[config.mk]
export PLATFORM = sky130hd
export DESIGN_NAME = lab2_encoder_4x2_rr
export DESIGN_NICKNAME = d
export VERILOG_FILES = /design/src/rtl/lab2_encoder_4x2_rr.sv
export SDC_FILE = /design/constraint.sdc
export NUM_CORES = 1
export LEC_CHECK = 0
export CAP_MARGIN = 10
export CORE_UTILIZATION = 47
export DETAILED_ROUTE_END_ITERATION = 6
export PLACE_DENSITY = 0.85
export SYNTH_ARGS = -nofsm -noshare
export SYNTH_HDL_FRONTEND = slang
export SYNTH_SLANG_ARGS = --single-unit
export TNS_END_PERCENT = 1
[constraint.sdc]
create_clock -name clk -period 1.9 [get_ports clk]
set_clock_uncertainty 0.05 [all_clocks]
set_input_delay 0.19 -clock clk [delete_from_list [all_inputs] [get_ports clk]]
set_output_delay 0.19 -clock clk [all_outputs]
set_load 0.02 [all_outputs]
[src/rtl/lab2_encoder_4x2_rr.sv]
// Registered 4-to-2 encoder with valid/ready output handshake.
// Selection is fixed priority (highest index) or round-robin starting after the last accepted index.
module lab2_encoder_4x2_rr #(
  parameter bit ROUND_ROBIN = 1'b1,
  parameter int CNT_W       = 8
) (
  input  logic             clk,
  input  logic             rst,
  input  logic             enable,
  input  logic [3:0]       Din,
  input  logic             ready,
  output logic [1:0]       Aout,
  output logic             valid,
  output logic             multi,
  output logic [CNT_W-1:0] enc_count
);

  typedef enum logic {IDLE = 1'b0, HOLD = 1'b1} state_t;

  state_t           state_reg, state_next;
  logic [1:0]       aout_reg, aout_next;
  logic [1:0]       last_reg, last_next;
  logic             multi_reg, multi_next;
  logic [CNT_W-1:0] cnt_reg, cnt_next;

  logic       sample;
  logic       handshake;
  logic       load;
  logic [1:0] scan_base;
  logic [1:0] sel_idx;
  logic [2:0] ones;
  logic [1:0] cand_idx [4];
  logic [3:0] cand_hit;

  assign sample    = enable & (|Din);
  assign handshake = (state_reg == HOLD) & ready;
  // A back-to-back load must scan from the index being accepted this cycle.
  assign scan_base = handshake ? aout_reg : last_reg;
  assign ones      = {2'b00, Din[0]} + {2'b00, Din[1]} + {2'b00, Din[2]} + {2'b00, Din[3]};

  genvar gi;
  generate
    for (gi = 0; gi < 4; gi++) begin : g_scan
      assign cand_idx[gi] = scan_base + 2'(gi + 1);
      assign cand_hit[gi] = Din[cand_idx[gi]];
    end
  endgenerate

  always_comb begin
    sel_idx = 2'd0;
    if (ROUND_ROBIN) begin
      for (int k = 3; k >= 0; k--) begin
        if (cand_hit[k]) sel_idx = cand_idx[k];
      end
    end else begin
      for (int k = 0; k < 4; k++) begin
        if (Din[k]) sel_idx = 2'(k);
      end
    end
  end

  always_comb begin
    state_next = state_reg;
    aout_next  = aout_reg;
    multi_next = multi_reg;
    cnt_next   = cnt_reg;
    last_next  = last_reg;
    load       = 1'b0;
    case (state_reg)
      IDLE: begin
        if (sample) begin
          load       = 1'b1;
          state_next = HOLD;
        end
      end
      HOLD: begin
        if (ready) begin
          cnt_next  = cnt_reg + CNT_W'(1);
          last_next = aout_reg;
          if (sample) load = 1'b1;
          else        state_next = IDLE;
        end
      end
      default: state_next = IDLE;
    endcase
    if (load) begin
      aout_next  = sel_idx;
      multi_next = (ones >= 3'd2);
    end
  end

  always_ff @(posedge clk) begin
    if (rst) begin
      state_reg <= IDLE;
      aout_reg  <= 2'd0;
      multi_reg <= 1'b0;
      cnt_reg   <= '0;
      last_reg  <= 2'd3;
    end else begin
      state_reg <= state_next;
      aout_reg  <= aout_next;
      multi_reg <= multi_next;
      cnt_reg   <= cnt_next;
      last_reg  <= last_next;
    end
  end

  assign Aout      = aout_reg;
  assign valid     = (state_reg == HOLD);
  assign multi     = multi_reg;
  assign enc_count = cnt_reg;

endmodule
==> key figures <==
Outcome
  – Outcome: complete, but fails checks
  – Violated checks: design-rule violations

Placed design
  – Buffers on Ports: 19
  – Hpwl dp: about 1.5 mm
  – Placer Congestion: between 0.9 and 1
  – Placed inst area: ~1100 µm²

Worst setup path
  – WP data required: between 1.5 and 2 ns
  – CP Data Arrival Time: 1.46 ns
  – Crit-path max cell delay: between 0.6 and 0.7 ns
  – Startpoint types: flop
  – Critical Path Slowest Stage Cell: clkdlybuf4s50_1
  – Worst R2R Start: valid$_SDFF_PP0_
  – CP bufs+invs: 1
  – Crit. Startpoint: valid$_SDFF_PP0_
  – Crit. End Element: output port
  – Crit path max-delay family: buffers and inverters
  – Worst-path fanout max: 9
  – CP Cell Sequence: clkdlybuf4s50_1
  – Crit Path Category: reg2out

CTS
  – CTS tree: yes
  – Clock Tree Root: clkbuf_4
  – Postcts setup bufs: 0
  – CTS clk-pin slew, worst paths: 0.09 ns
  – Number of H-tree levels: 1
  – Clock latency on the worst-skew pair: approximately 0.28 ns
  – Num CTS Buffers: 3
  – Hold_buf cts: 0
  – Clock tree buffer depth: 2
  – PostCTS Resize Cnt: 0
  – Clk sinks: 14

Finish
  – Fin area: around 1100 µm²
  – Final core utilization: 0.7047
  – P&R area growth vs syn: 34.25%
  – Max reg flops: 8
  – FILL cells: 115
  – Share of layout cells above drive strength 1: 0.1709
  – Most frequent cells in the layout: 19 x clkdlybuf4s50_1, 14 x dfxtp_1, 10 x nand2_1
  – Most common cell after layout, fill and taps aside: clkdlybuf4s50_1
  – Nets: approximately 130
  – Diodes inserted: 0

STA
  – Max_slew headroom: 0.7351
  – Fmax: approximately 590 MHz
  – Hold Fails Final Rpt: 0
  – Setup TNS: 0 ns
  – Period utilization: 0.8929
  – Max-slew violation count: 0
  – Worst hold margin: 0.4650 ns
  – Tmin final: 1.696 ns
  – Finish-stage setup viols: 0
  – Worst-Margin Slew: 0.3961 ns
  – RSZ-0062 raised after global routing: no

Die
  – I/O pins: 20
  – Core footprint: around 1600 µm²
  – Total die area: roughly 1900 µm²
  – Starting density of the core: 0.5249
  – Row count: 14
  – Die W: between 40 and 50 µm
  – Die H: 43.73 µm

Power
  – Power per Cell Area: 625.0 nW/µm²
  – Worst VDD drop: around 0.53 mV
  – Lkg Pwr: around 0.44 nW

Synthesis
  – Main area contributors after synthesis: dfxtp_1 34%, xor2_1 6.4%, nand2_1 4.6%, nor2_1 4.1%, nand4_1 3.8%
  – Syn avg cell area: between 9 and 10 µm²
  – Yosys warnings: 0
  – Post-Synthesis Cells: 90
  – Ys flop type: dfxtp_1
  – Post-synth top area share: 0.3425
  – Distinct cells, synth: 37
  – Post-synthesis register bit count: 14
  – Mapped cell area: a little over 800 µm²
  – Syn_nets: approximately 100
  – Sequential area share after synthesis: 0.3425
  – Cell taking the most area after synthesis: dfxtp_1
  – Synth async-reset ratio: 0
  – Number of enable flip-flop cells after synthesis: 0

GRT
  – Global-route wire length before repair: between 3 and 4 mm
  – Initial antenna violation count: 0
  – Total global routing overflow: 0
  – Largest net degree at the start of global routing: 11
  – Vias in the first global route: between 700 and 800
  – Total track usage: 0.2263

Route
  – DR DRC count: 2
  – Drt wl/cell: approximately 14 µm
  – Antenna-violating nets left: 0
  – WL final: about 1.9 mm
  – DRT Pass-1 Iters: 6
  – DRT iter0 DRCs: 35
  – Vias post-DR: a little under 800
  – Avg Vias per Cell: between 5 and 6

Min path
  – Hold Startpoint: enc_count[1]$_SDFFE_PP0N_
  – Worst hold path class: reg2reg

Flow run
  – Max Cap Violations: 0
[layer usage]
layer / up-vias / GRT usage / routed length (µm)
li1: 381 / - / -
met1: 367 / 0.2577 / 771
met2: 32 / 0.3701 / 1004
met3: 2 / 0.05417 / 115
met4: 0 / 0.1563 / 19
met5: - / 0 / 0
[synthesized netlist by cell type (all sizes together), types with 2 or more instances]
| cell | n |
|---|---|
| o32ai | 2 |
| inv | 5 |
| nand3 | 3 |
| nand2 | 11 |
| dfxtp | 14 |
| o311ai | 2 |
| ha | 2 |
| xnor2 | 3 |
| nand4 | 5 |
| a21oi | 3 |
| nor2 | 9 |
| xor2 | 6 |
| and3 | 3 |
| or2b | 2 |
[cell families (layout without fill, tap and decap cells)]
kind of cell | Yosys count | count (layout) | share of synthesized area
buffers and inverters | 7 | 34 | 0.03670
muxes | 1 | 1 | 0.01223
xor gates and xnor gates | 9 | 9 | 0.09634
DFF | 14 | 14 | 0.3425
and+or+nand+nor | 39 | 39 | 0.2584
adders and majority gates | 3 | 3 | 0.05504
AOI/OAI and AO/OA | 17 | 17 | 0.1988
[where the power goes]
group          leakage, nW  internal [mW]  switching (mW)  total, mW
logic                0.309         0.0764          0.0733      0.150
clock network       0.0210          0.117          0.0974      0.214
registers            0.114          0.305          0.0180      0.323
total                0.444          0.498           0.189      0.687
[through the flow]
stage	total power, mW	setup WS (ns)	cells
2_1_floorplan	0.4109	0.4366	90
3_3_place_gp	0.4724	0.03713	129
3_5_place_dp	0.4770	-0.03984	129
4_1_cts	0.6902	0.1994	133
5_1_grt	0.7156	0.1687	133
6_report	0.6866	0.2036	133
[area by class of cell]
cell class | instances | area, µm² | area share
Multi-Input combinational cell | 69 | 508.0 | 0.4624
Sequential cell | 14 | 280.3 | 0.2551
Timing Repair Buffer | 25 | 235.2 | 0.2141
Clock buffer | 4 | 36.28 | 0.03303
Tap cell | 16 | 20.02 | 0.01822
Inverter | 5 | 18.77 | 0.01708
[path summary, 6_finish.rpt]
path	slack (ns)	end	cells past startpoint
worst min-delay path	0.47	enc_count[1]$_SDFFE_PP0N_	2
worst min register to register	0.47	enc_count[1]$_SDFFE_PP0N_	2
worst max-delay path	0.20	valid	1
worst max register to register	0.37	Aout[1]$_SDFFE_PP0P_	4
[worst register-to-register path, cell delays in order (launching register included)]
cell and delay (ns):
dfxtp_1 0.51, nand2_2 0.15, mux2i_1 0.30, o32ai_1 0.14, o32ai_1 0.28
No activity file was read; power rests on OpenSTA's default activity.
